## config.mk

```make
export PLATFORM = sky130hd
export DESIGN_NAME = cd_ctree_scan_flat
export DESIGN_NICKNAME = d
export VERILOG_FILES = /design/src/rtl/cd_ctree_scan_if.sv /design/src/rtl/cd_ctree_scan.sv /design/src/flat_wrapper.sv
export SDC_FILE = /design/constraint.sdc
export NUM_CORES = 1
export LEC_CHECK = 0
export BUFFER_PORTS_ARGS = -buffer_cell sky130_fd_sc_hd__buf_2
export CAP_MARGIN = 20
export CORE_ASPECT_RATIO = 0.5
export CORE_MARGIN = 2
export CORE_UTILIZATION = 25
export CTS_CLUSTER_SIZE = 25
export DETAILED_ROUTE_END_ITERATION = 7
export PLACE_DENSITY_LB_ADDON = 0.08
export REMOVE_ABC_BUFFERS = 1
export SYNTH_ARGS = -nofsm -noshare
export SYNTH_HDL_FRONTEND = slang
export SYNTH_SLANG_ARGS = --single-unit
```

## constraint.sdc

```tcl
create_clock -name CK -period 1.5 [get_ports CK]
set_input_delay 0.075 -clock CK [delete_from_list [all_inputs] [get_ports CK]]
set_output_delay 0.075 -clock CK [all_outputs]
set_load 0.01 [all_outputs]
```

## src/rtl/cd_ctree_scan_if.sv

```systemverilog
// rtl/cd_ctree_scan_if.sv - dual-rail channel, scan and status bundle for cd_ctree_scan
interface cd_ctree_scan_if #(
  parameter int N_CH  = 8,
  parameter int CNT_W = 8
);
  logic [N_CH-1:0]  DT;
  logic [N_CH-1:0]  DF;
  logic             SE;
  logic             SI;
  logic             SO;
  logic             DONE;
  logic             ILLEGAL;
  logic [CNT_W-1:0] TOKENS;

  modport master (
    output DT, DF, SE, SI,
    input  SO, DONE, ILLEGAL, TOKENS
  );

  modport slave (
    input  DT, DF, SE, SI,
    output SO, DONE, ILLEGAL, TOKENS
  );
endinterface

```

## src/rtl/cd_ctree_scan.sv

```systemverilog
// rtl/cd_ctree_scan.sv - two-level C-element completion tree with scan chain and token/illegal tracking
module cd_ctree_scan #(
  parameter int N_CH  = 8,
  parameter int GRP   = 4,
  parameter int CNT_W = 8
) (
  input  logic         CK,
  input  logic         RST,
  cd_ctree_scan_if.slave bus
);
  localparam int NG = N_CH / GRP;

  logic [N_CH-1:0]  valid;
  logic [NG-1:0]    g_q;
  logic [NG-1:0]    g_d;
  logic             done_q;
  logic             done_d;
  logic             illegal_q;
  logic [CNT_W-1:0] tokens_q;
  logic             token_inc;
  logic             any_illegal;

  // both-rails-high still counts as valid for completion
  assign valid       = bus.DT | bus.DF;
  assign any_illegal = |(bus.DT & bus.DF);

  // next C-element state: scan shift, or group/top Muller rules (top sees current group regs)
  always_comb begin
    g_d    = g_q;
    done_d = done_q;
    if (bus.SE) begin
      g_d[0] = bus.SI;
      for (int g = 1; g < NG; g++) begin
        g_d[g] = g_q[g-1];
      end
      done_d = g_q[NG-1];
    end else begin
      for (int g = 0; g < NG; g++) begin
        if (&valid[g*GRP +: GRP]) begin
          g_d[g] = 1'b1;
        end else if (~|valid[g*GRP +: GRP]) begin
          g_d[g] = 1'b0;
        end
      end
      if (&g_q) begin
        done_d = 1'b1;
      end else if (~|g_q) begin
        done_d = 1'b0;
      end
    end
  end

  // a shifted-in rising DONE is not a completed token
  assign token_inc = !bus.SE && !done_q && done_d;

  // state registers; reset overrides scan and data
  always_ff @(posedge CK) begin
    if (RST) begin
      g_q       <= '0;
      done_q    <= 1'b0;
      illegal_q <= 1'b0;
      tokens_q  <= '0;
    end else begin
      g_q    <= g_d;
      done_q <= done_d;
      if (!bus.SE && any_illegal) begin
        illegal_q <= 1'b1;
      end
      if (token_inc && (tokens_q != {CNT_W{1'b1}})) begin
        tokens_q <= tokens_q + {{(CNT_W-1){1'b0}}, 1'b1};
      end
    end
  end

  assign bus.SO      = done_q;
  assign bus.DONE    = done_q;
  assign bus.ILLEGAL = illegal_q;
  assign bus.TOKENS  = tokens_q;
endmodule
```

## src/flat_wrapper.sv

```systemverilog
// flat-port wrapper written by rule: the top's interface ports become plain ports
module cd_ctree_scan_flat 
#(
  parameter int N_CH  = 8,
  parameter int GRP   = 4,
  parameter int CNT_W = 8
)
  (CK, RST, bus_DT, bus_DF, bus_SE, bus_SI, bus_SO, bus_DONE, bus_ILLEGAL, bus_TOKENS);
  cd_ctree_scan_if #(.N_CH(N_CH), .CNT_W(CNT_W)) bus_i ();
  input  logic CK;
  input  logic RST;
  input wire logic [$bits(bus_i.DT)-1:0] bus_DT;
  input wire logic [$bits(bus_i.DF)-1:0] bus_DF;
  input wire logic [$bits(bus_i.SE)-1:0] bus_SE;
  input wire logic [$bits(bus_i.SI)-1:0] bus_SI;
  output wire logic [$bits(bus_i.SO)-1:0] bus_SO;
  output wire logic [$bits(bus_i.DONE)-1:0] bus_DONE;
  output wire logic [$bits(bus_i.ILLEGAL)-1:0] bus_ILLEGAL;
  output wire logic [$bits(bus_i.TOKENS)-1:0] bus_TOKENS;
  assign bus_i.DT = bus_DT;
  assign bus_i.DF = bus_DF;
  assign bus_i.SE = bus_SE;
  assign bus_i.SI = bus_SI;
  assign bus_SO = bus_i.SO;
  assign bus_DONE = bus_i.DONE;
  assign bus_ILLEGAL = bus_i.ILLEGAL;
  assign bus_TOKENS = bus_i.TOKENS;
  cd_ctree_scan #(.N_CH(N_CH), .GRP(GRP), .CNT_W(CNT_W)) u_core (.CK(CK), .RST(RST), .bus(bus_i));
endmodule
```

==> results of run 1 <==
## sequential cells by signal (all words and copies together) (netlist names)
register,cells
u_core.bus.TOKENS,8
u_core.bus.ILLEGAL,1
u_core.bus.DONE,1
u_core.g_q,2
## synth_stat cells, drive strengths merged
cell | number | area [µm²]
nor3 | 2 | 10.01
o21a | 1 | 7.510
o211ai | 2 | 20.02
a41oi | 1 | 8.760
ha | 1 | 12.51
dfxtp | 12 | 240.2
and3 | 1 | 6.260
a211oi | 2 | 15.01
mux2 | 1 | 15.01
nor2 | 18 | 70.07
nand4 | 3 | 33.78
and4bb | 1 | 16.27
o2111ai | 2 | 17.52
nand3 | 1 | 5.000
nor2b | 4 | 25.02
buf | 1 | 7.510
inv | 1 | 3.750
and4 | 1 | 8.760
a22oi | 4 | 30.03
and2 | 2 | 12.51
o21ai | 3 | 15.01
mux2i | 1 | 10.01
clkbuf | 1 | 3.750
xor2 | 5 | 43.79
a31oi | 1 | 6.260
nor4 | 2 | 12.51
a21oi | 1 | 5.000
## kinds of logic (layout without fill, tap and decap cells)
family / count (synthesis) / in the layout / synth area share (%)
flip-flops: 12 / 12 / 36.29
adder cells (fa/ha/maj): 1 / 1 / 1.890
multiplexers: 2 / 2 / 3.780
XOR/XNOR: 5 / 5 / 6.616
AND/OR/NAND/NOR: 35 / 35 / 30.25
buffers and inverters: 3 / 36 / 2.268
AO/OA/AOI/OAI: 17 / 17 / 18.90
## power groups by stage
stage	Combinational [W]	Sequential, W	Clock (W)
final	0.0000871	0.000336	0.000286
after global routing	0.0000972	0.000337	0.000311
after CTS	0.0000889	0.000335	0.000302
after detailed placement	0.0000885	0.000342	0
after global placement	0.0000865	0.000342	0
after floorplan	0.0000350	0.000345	0
## routing by layer
layer	GRT usage, %	wire length [µm]	part of all wire (%)	vias up
li1	-	-	-	347
met1	12.08	802	50	308
met2	18.20	690	43	21
met3	5.631	118	7.3	0
met4	2.727	0	0	0
met5	0	0	0	-
## worst min path at each step
stage	from	to	slack, ns
after floorplan	RST	u_core.bus.DONE	0.14
after global placement	bus_SI	u_core.g_q[0]	0.35
after detailed placement	bus_SI	u_core.g_q[0]	0.35
after CTS	bus_SI	u_core.g_q[0]	0.10
after global routing	bus_SI	u_core.g_q[0]	0.11
final	bus_SI	u_core.g_q[0]	0.1
## stage by stage
step | setup WS, ns | utilization (%)
CTS | 0.05396 | 35.37
floorplan | 0.08140 | -
global placement | 0.1307 | 33.76
finish | 0.1238 | 35.72
detailed placement | 0.07096 | 33.76
global route | 0.02446 | 35.72
## final cells by class
class | count | area (µm²) | share of cell area, %
multi-input cells | 60 | 414.1 | 45.40
flip-flops and latches | 12 | 241.5 | 26.47
repair buffers | 32 | 165.2 | 18.11
well taps | 37 | 46.29 | 5.075
clock buffers | 3 | 41.29 | 4.527
inverters | 1 | 3.754 | 0.4115
## worst max-delay path, delay by kind of cell (launching register included)
| kind | cells | cell delay [ns] |
|---|---|---|
| AOI/OAI and AO/OA | 1 | 0.24 |
| adders and majority gates | 1 | 0.20 |
| DFF | 1 | 0.34 |
| muxes | 1 | 0.29 |
| and+or+nand+nor | 2 | 0.19 |
## repair_timing
action | in CTS | in global routing
hold buffers | 0 | 0
gates resized for setup | 0 | 3
endpoints found under the setup margin | 0 | 3
==> results.toml, run 1 <==
[clock_network]
clk_pin_slew_worst_paths_ns = 0.05
post_cts.repair.setup_buffers = 0
clock_path_buffers = 2
cts_root_buf = "clkbuf_8"
cts_max_level = 1
cts_buffers = 3
clock_latency_ns = 0.24
tritoncts = "yes"
cts.sinks = 12

[critical_path]
r2r_end = "u_core.bus.TOKENS[7]"
cp_slowest_cell = "dfxtp_2"
regToRegSetupSlack_ns = 0.12
reg2reg_from = "u_core.bus.TOKENS[1]"
worstRegToRegCells = 5
crit_chain = "ha_2 > nand3_2 > o211ai_2 > nor2_2 > mux2_4"
crit_required_ns = 1.63
worstPathMaxFanout = 5
end_kind = "flip-flop"
startpoint = "u_core.bus.TOKENS[1]"
path_class = "flip-flop to flip-flop"
critPathMaxStageDelay_ns = 0.34
crit_arrival_ns = 1.50
endpoint = "u_core.bus.TOKENS[7]"
setup.worst_path.start_class = "flip-flop"

[pwr]
switching_share_pct = 22.65
power_per_cell_area_nw_per_um2 = 777.5
p_seq_share_pct = 47.4
total_power_w = 0.0007091
clkPwrFrac_pct = 40.3
p_leak_nw = 0.4229
ir_drop_mv = 0.3673
power_frac_comb_pct = 12.3
p_int_w = 0.0005486
switching_power_w = 0.0001606

[grt]
grt_pass1_wl_mm = 2.484
antenna_found_initial = 0
grt_max_degree = 14
grt_use_total_pct = 10.62
globalRouteOverflowTotal = 0
grt_pass1_vias = 590

[synthesis]
ys_types = 31
yosysSeqAreaShare_pct = 36.29
syn_inst = 75
ys_seq_elements = 12
avgSynthCellArea_um2 = 8.825
syn_area_um2 = 661.9
yosys_warnings = 0

[die]
core_um2 = 2554
fp.dieH_um = 40.39
initial_core_util_pct = 25.92
fp.dieArea_um2 = 3100
die_w_um = 76.77
io_pins = 31
rows = 13

[timing]
max_clock_freq_ghz = 0.7266
worstMarginPinSlew_ns = 0.2464
period_needed_ns = 1.376
whs_ns = 0.09599
rsz0062_at_grt = "no"
period_share_pct = 91.75
finalSetupViolCount = 0
hold_viol = 0
relSlewSlack_pct = 83.47
slew_viol_final = 0
tns_ns = 0
fin_skew_ns = 0.002953

[final_layout]
fin_area_um2 = 912.1
drive_gt1_share_pct = 39.81
mostFrequentLayoutCells = "buf_2 (30), nor2_1 (17), dfxtp_1 (11)"
layout.cells.non_filler = 145
num-fill-cells = 277
area.growth.synth_to_final_pct = 37.81
diodes = 0
layout_commonest_cell = "buf_2"
fin_nets = 131

[job]
drv_cap = 0

[run_status]
status = "completed"

[detailed_routing]
drt_pre_antenna_iters = 4
ant_nets = 0
drt-wirelength-per-cell_um = 11.12
wl_mm = 1.612
detailedRoute.firstIterationViolations = 17
viasPerCell = 4.662
vias = 676
drc = 0

[placed_design]
placed_area_um2 = 862.1
dp_cells = 142
place_congestion = 0.7097
port_buffers = 30
hpwl_mm = 1.289

[hold_path]
hold_path_class = "input port to flip-flop"
hold_depth = 3
Power figures use the tool's default switching activity.
==> inputs of run 2 (changes only) <==
clock period = 1.2 ns   (was 1.5 ns; I/O delays follow)
==> run 2 against run 1 <==
  * The run now ends with negative setup slack left
  * Worst setup slack got worse by 0.21 ns
  * Die area is the same
  * Cell count is 8.3% higher
  * Critical path depth is the same
  * Cell area increased by 14%
  * Critical path type unchanged
  * Critical endpoint unchanged
  * Clock skew is essentially flat
  * Global-route usage rose by 1.4 points
  * Combinational power grew 47%
  * Register-to-register slack got worse by 0.21 ns
  * Wire length is 8.4% higher
==> results.toml, run 2 (synthesis gave the netlist of run 1 again) <==
[final_layout]
area.growth.synth_to_final_pct = 56.90
diodes = 0
fin_area_um2 = 1039
num-fill-cells = 276
regArea_um2 = 245.2
multiInputGateArea_um2 = 440.4
mostFrequentLayoutCells = "buf_2 (30), nor2_1 (17), buf_4 (13)"
largest_reg_flops = 8
layout_commonest_cell = "buf_2"
drive_gt1_share_pct = 50.00
fin_nets = 142

[detailed_routing]
ant_nets = 0
detailedRoute.firstIterationViolations = 8
drt_pre_antenna_iters = 2
drt-wirelength-per-cell_um = 11.13
drc = 0
vias = 716
wl_mm = 1.747
viasPerCell = 4.561

[die]
fp.dieH_um = 40.39
core_um2 = 2554
die_w_um = 76.77
io_pins = 31
rows = 13
fp.dieArea_um2 = 3100
initial_core_util_pct = 25.92

[timing]
relSlewSlack_pct = 83.86
hold_viol = 0
whs_ns = 0.09207
period_share_pct = 107.0
max_clock_freq_ghz = 0.7786
finalWorstSetupSlack_ns = -0.08440
worstMarginPinSlew_ns = 0.2400
finalSetupViolCount = 6
rsz0062_at_grt = "yes"
slew_viol_final = 0
period_needed_ns = 1.284
fin_skew_ns = 0.003244

[hold_path]
hold_path_startpoint = "bus_SI"
hold_path_class = "input port to flip-flop"
hold_depth = 3
whs_endpoint = "u_core.g_q[0]"

[critical_path]
crit_chain = "buf_4 > and3_4 > o211ai_2 > nor2_2 > mux2_4"
critPathMaxStageDelay_ns = 0.35
reg2reg_from = "u_core.bus.TOKENS[1]"
r2r_end = "u_core.bus.TOKENS[7]"
cp_slowest_cell = "dfxtp_2"
worstRegToRegCells = 5
crit_family = "flip-flops"
path_class = "flip-flop to flip-flop"
worstPathMaxFanout = 3
setup.worst_path.start_class = "flip-flop"
end_kind = "flip-flop"
regToRegSetupSlack_ns = -0.08
crit_arrival_ns = 1.42
critPathBufInv = 1
crit_required_ns = 1.33

[clock_network]
cts_root_buf = "clkbuf_8"
clk_pin_slew_worst_paths_ns = 0.06
clock_path_buffers = 2
clock_latency_ns = 0.24
cts_max_level = 1
cts.sinks = 12
tritoncts = "yes"
cts_buffers = 3
post_cts.repair.setup_buffers = 0
postCtsHoldBufs = 0

[run_status]
status = "complete, but fails checks"
violations = "negative setup slack"

[placed_design]
place_congestion = 0.6888
post-place-ws_ns = -0.1733
port_buffers = 30
hpwl_mm = 1.386
placed_area_um2 = 944.7

[pwr]
total_power_w = 0.0009917
ir_drop_mv = 0.3191
power_per_cell_area_nw_per_um2 = 955.0
p_leak_nw = 0.4841

[grt]
grt_pass1_wl_mm = 2.801
grt_max_degree = 14
grt_pass1_vias = 641
grt_use_total_pct = 12.06
globalRouteOverflowTotal = 0
antenna_found_initial = 0

[job]
drv_cap = 0
-- run 2: cell count changes in the layout (fill, tap and decap cells not counted), sizes merged --
cell | previous run | this run
buf | 32 | 43
clkbuf | 3 | 4
-- run 2: worst max path at each step --
stage                         startpoint                   end  slack [ns]  depth (start not counted)
CTS                 u_core.bus.TOKENS[1]  u_core.bus.TOKENS[7]       -0.09                          5
floorplan           u_core.bus.TOKENS[0]  u_core.bus.TOKENS[7]       -0.22                          5
finish              u_core.bus.TOKENS[1]  u_core.bus.TOKENS[7]       -0.08                          5
global route        u_core.bus.TOKENS[1]  u_core.bus.TOKENS[7]       -0.16                          5
global placement    u_core.bus.TOKENS[0]  u_core.bus.TOKENS[7]       -0.13                          5
detailed placement  u_core.bus.TOKENS[0]  u_core.bus.TOKENS[7]       -0.17                          5
-- run 2: per-stage QoR --
step | utilization, % | TNS (ns) | std cells
finish | 40.67 | -0.2009 | 157
global route | 40.67 | -0.6409 | 157
CTS | 40.62 | -0.2223 | 157
detailed placement | 36.99 | -0.9982 | 153
global placement | 36.99 | -0.6093 | 153
floorplan | - | -0.8532 | 73
-- run 2: worst min-delay path, delay by kind of cell --
family	cells	cell delay, ns
AND/OR/NAND/NOR	2	0.15
buffers and inverters	1	0.07
-- run 2: routing by layer --
layer / vias to the layer above / share of wire, % / GRT usage, %
li1: 369 / - / -
met1: 324 / 47 / 13.15
met5: - / 0 / 0
met2: 21 / 45 / 21.49
met4: 0 / 0.57 / 2.727
met3: 2 / 8.1 / 6.757
-- run 2: area by class of cell --
type | count | area share, %
multi-input combinational | 60 | 42.41
tap | 37 | 4.458
clock buffer | 4 | 5.301
sequential | 12 | 23.61
timing repair buffer | 43 | 23.86
inverter | 1 | 0.3614
-- run 2: report_power, final --
group	switching [W]	leakage [nW]	internal, W
registers	0.00000589	0.0997	0.000410
clock network	0.000157	0.0288	0.000290
logic	0.0000614	0.356	0.0000668
-- run 2: repair_timing --
item,4_1_cts,5_1_grt
setup endpoints to repair,8,8
pin swaps,5,1
gates resized for setup,9,1
hold endpoints to repair,0,0
==> inputs of run 3 (changes only) <==
CELL_PAD_IN_SITES_DETAIL_PLACEMENT = 1   (was default)
CELL_PAD_IN_SITES_GLOBAL_PLACEMENT = 1   (was default)
CORE_ASPECT_RATIO = default   (was 0.5)
CORE_UTILIZATION = 28   (was 25)
==> run 3 against run 2 <==
  * The flow still finishes with violations (negative setup slack)
  * Critical path depth did not move
  * Cell area fell by 0.12%
  * Wire length rose by 14%
==> results.toml, run 3 (synthesis gave the netlist of run 1 again) <==
[run_status]
status = "complete, but fails checks"
violations = "negative setup slack"

[critical_path]
crit_required_ns = 1.37
end_kind = "flip-flop"
crit_family = "flip-flops"
setup.worst_path.start_class = "flip-flop"
crit_arrival_ns = 1.48
regToRegSetupSlack_ns = -0.12
critPathBufInv = 0
crit_chain = "ha_4 > nand3_4 > o21ai_2 > mux2i_1 > nor2_1"
cp_slowest_cell = "dfxtp_4"
critPathMaxStageDelay_ns = 0.38
worstPathMaxFanout = 5
reg2reg_from = "u_core.bus.TOKENS[1]"
r2r_end = "u_core.bus.TOKENS[1]"
worstRegToRegCells = 5
path_class = "flip-flop to flip-flop"

[pwr]
p_seq_share_pct = 51.9
clkPwrFrac_pct = 31.4
p_leak_nw = 0.4806
p_int_w = 0.0005921
ir_drop_mv = 0.4885
power_per_cell_area_nw_per_um2 = 767.8
power_frac_comb_pct = 16.7
switching_power_w = 0.0002043
switching_share_pct = 25.65

[clock_network]
clock_latency_ns = 0.27
tritoncts = "yes"
cts.sinks = 12
clk_pin_slew_worst_paths_ns = 0.07
cts_buffers = 3
cts_root_buf = "clkbuf_4"
clock_path_buffers = 2
cts_max_level = 1

[final_layout]
fin_util_pct = 46.44
layout_commonest_cell = "buf_2"
diodes = 0
fin_nets = 145
drive_gt1_share_pct = 51.64
largest_reg_flops = 8
mostFrequentLayoutCells = "buf_2 (30), nor2_1 (17), buf_4 (14)"
area.growth.synth_to_final_pct = 56.71
num-fill-cells = 283

[timing]
fin_skew_ns = 0.003519
max_clock_freq_ghz = 0.7581
period_needed_ns = 1.319
hold_viol = 0
relSlewSlack_pct = 83.76
period_share_pct = 109.9
rsz0062_at_grt = "yes"
finalWorstSetupSlack_ns = -0.1191
whs_ns = 0.05101
tns_ns = -0.3402
slew_viol_final = 0
worstMarginPinSlew_ns = 0.2368
finalSetupViolCount = 6

[detailed_routing]
drt-wirelength-per-cell_um = 13.28
vias = 745
drt_pre_antenna_iters = 4
viasPerCell = 4.967
detailedRoute.firstIterationViolations = 4
wl_mm = 1.992
ant_nets = 0
drc = 0

[die]
rows = 17
core_um2 = 2233
io_pins = 31
fp.dieArea_um2 = 2769
initial_core_util_pct = 29.64
die_w_um = 52.62
fp.dieH_um = 52.62

[placed_design]
post-place-ws_ns = -0.2339
port_buffers = 30
place_congestion = 0.8323
hpwl_mm = 1.469

[grt]
grt_pass1_wl_mm = 3.187
antenna_found_initial = 0
grt_pass1_vias = 715
globalRouteOverflowTotal = 0
grt_use_total_pct = 16.00
grt_max_degree = 14

[hold_path]
hold_path_startpoint = "bus_SI"
hold_depth = 3
hold_path_class = "input port to flip-flop"
whs_endpoint = "u_core.g_q[0]"

[job]
drv_cap = 0
[run 3: routing by layer]
metal | share of wire [%] | track usage [%] | vias to the layer above | wire [µm]
met5 | 0 | 0 | - | 0
met3 | 6.8 | 3.429 | 4 | 135
met1 | 45 | 18.90 | 339 | 900
li1 | - | - | 377 | -
met4 | 1.9 | 7.692 | 0 | 37
met2 | 46 | 27.08 | 25 | 919
[run 3: worst reg2reg max path: stages (launching register included)]
cell and delay [ns]:
dfxtp_4 0.38, ha_4 0.16, nand3_4 0.12, o21ai_2 0.20
mux2i_1 0.30, nor2_1 0.06
[run 3: worst max path at each step]
stage                          from                   end  slack, ns  depth (start not counted)
6_report       u_core.bus.TOKENS[1]  u_core.bus.TOKENS[1]      -0.12                          5
5_1_grt        u_core.bus.TOKENS[1]  u_core.bus.TOKENS[7]      -0.17                          5
4_1_cts        u_core.bus.TOKENS[1]  u_core.bus.TOKENS[7]      -0.10                          5
3_5_place_dp   u_core.bus.TOKENS[1]  u_core.bus.TOKENS[1]      -0.23                          5
3_3_place_gp   u_core.bus.TOKENS[1]  u_core.bus.TOKENS[7]      -0.15                          5
2_1_floorplan  u_core.bus.TOKENS[0]  u_core.bus.TOKENS[7]      -0.22                          5
[run 3: final cells by class]
cell class                      count  area [µm²]  share of cell area, %
Clock buffer                        3       22.52                  2.171
Inverter                            1       3.754                 0.3619
Multi-Input combinational cell     60       449.2                  43.31
Sequential cell                    12       249.0                  24.00
Tap cell                           28       35.03                  3.378
Timing Repair Buffer               46       277.8                  26.78
[run 3: timing repair]
action | CTS | global route
resized for setup | 11 | 4
buffers inserted | 0 | 1
setup endpoints to repair | 8 | 8
hold buffers | 0 | 0
pin swaps | 9 | 7
[run 3: power by group through the flow]
| stage | logic (W) | registers, W | clock network (W) |
|---|---|---|---|
| after floorplan | 0.0000437 | 0.000431 | 0 |
| after global placement | 0.000128 | 0.000424 | 0 |
| after detailed placement | 0.000131 | 0.000424 | 0 |
| after CTS | 0.000133 | 0.000413 | 0.000256 |
| after global routing | 0.000152 | 0.000415 | 0.000275 |
| final | 0.000133 | 0.000414 | 0.000250 |
[run 3: per-stage QoR]
stage	power (W)	cell area [µm²]	cells
final	0.0007964	1037	150
after global routing	0.0008420	1037	150
after CTS	0.0008013	1012	149
after detailed placement	0.0005552	948.4	146
after global placement	0.0005519	948.4	146
after floorplan	0.0004746	650.6	73
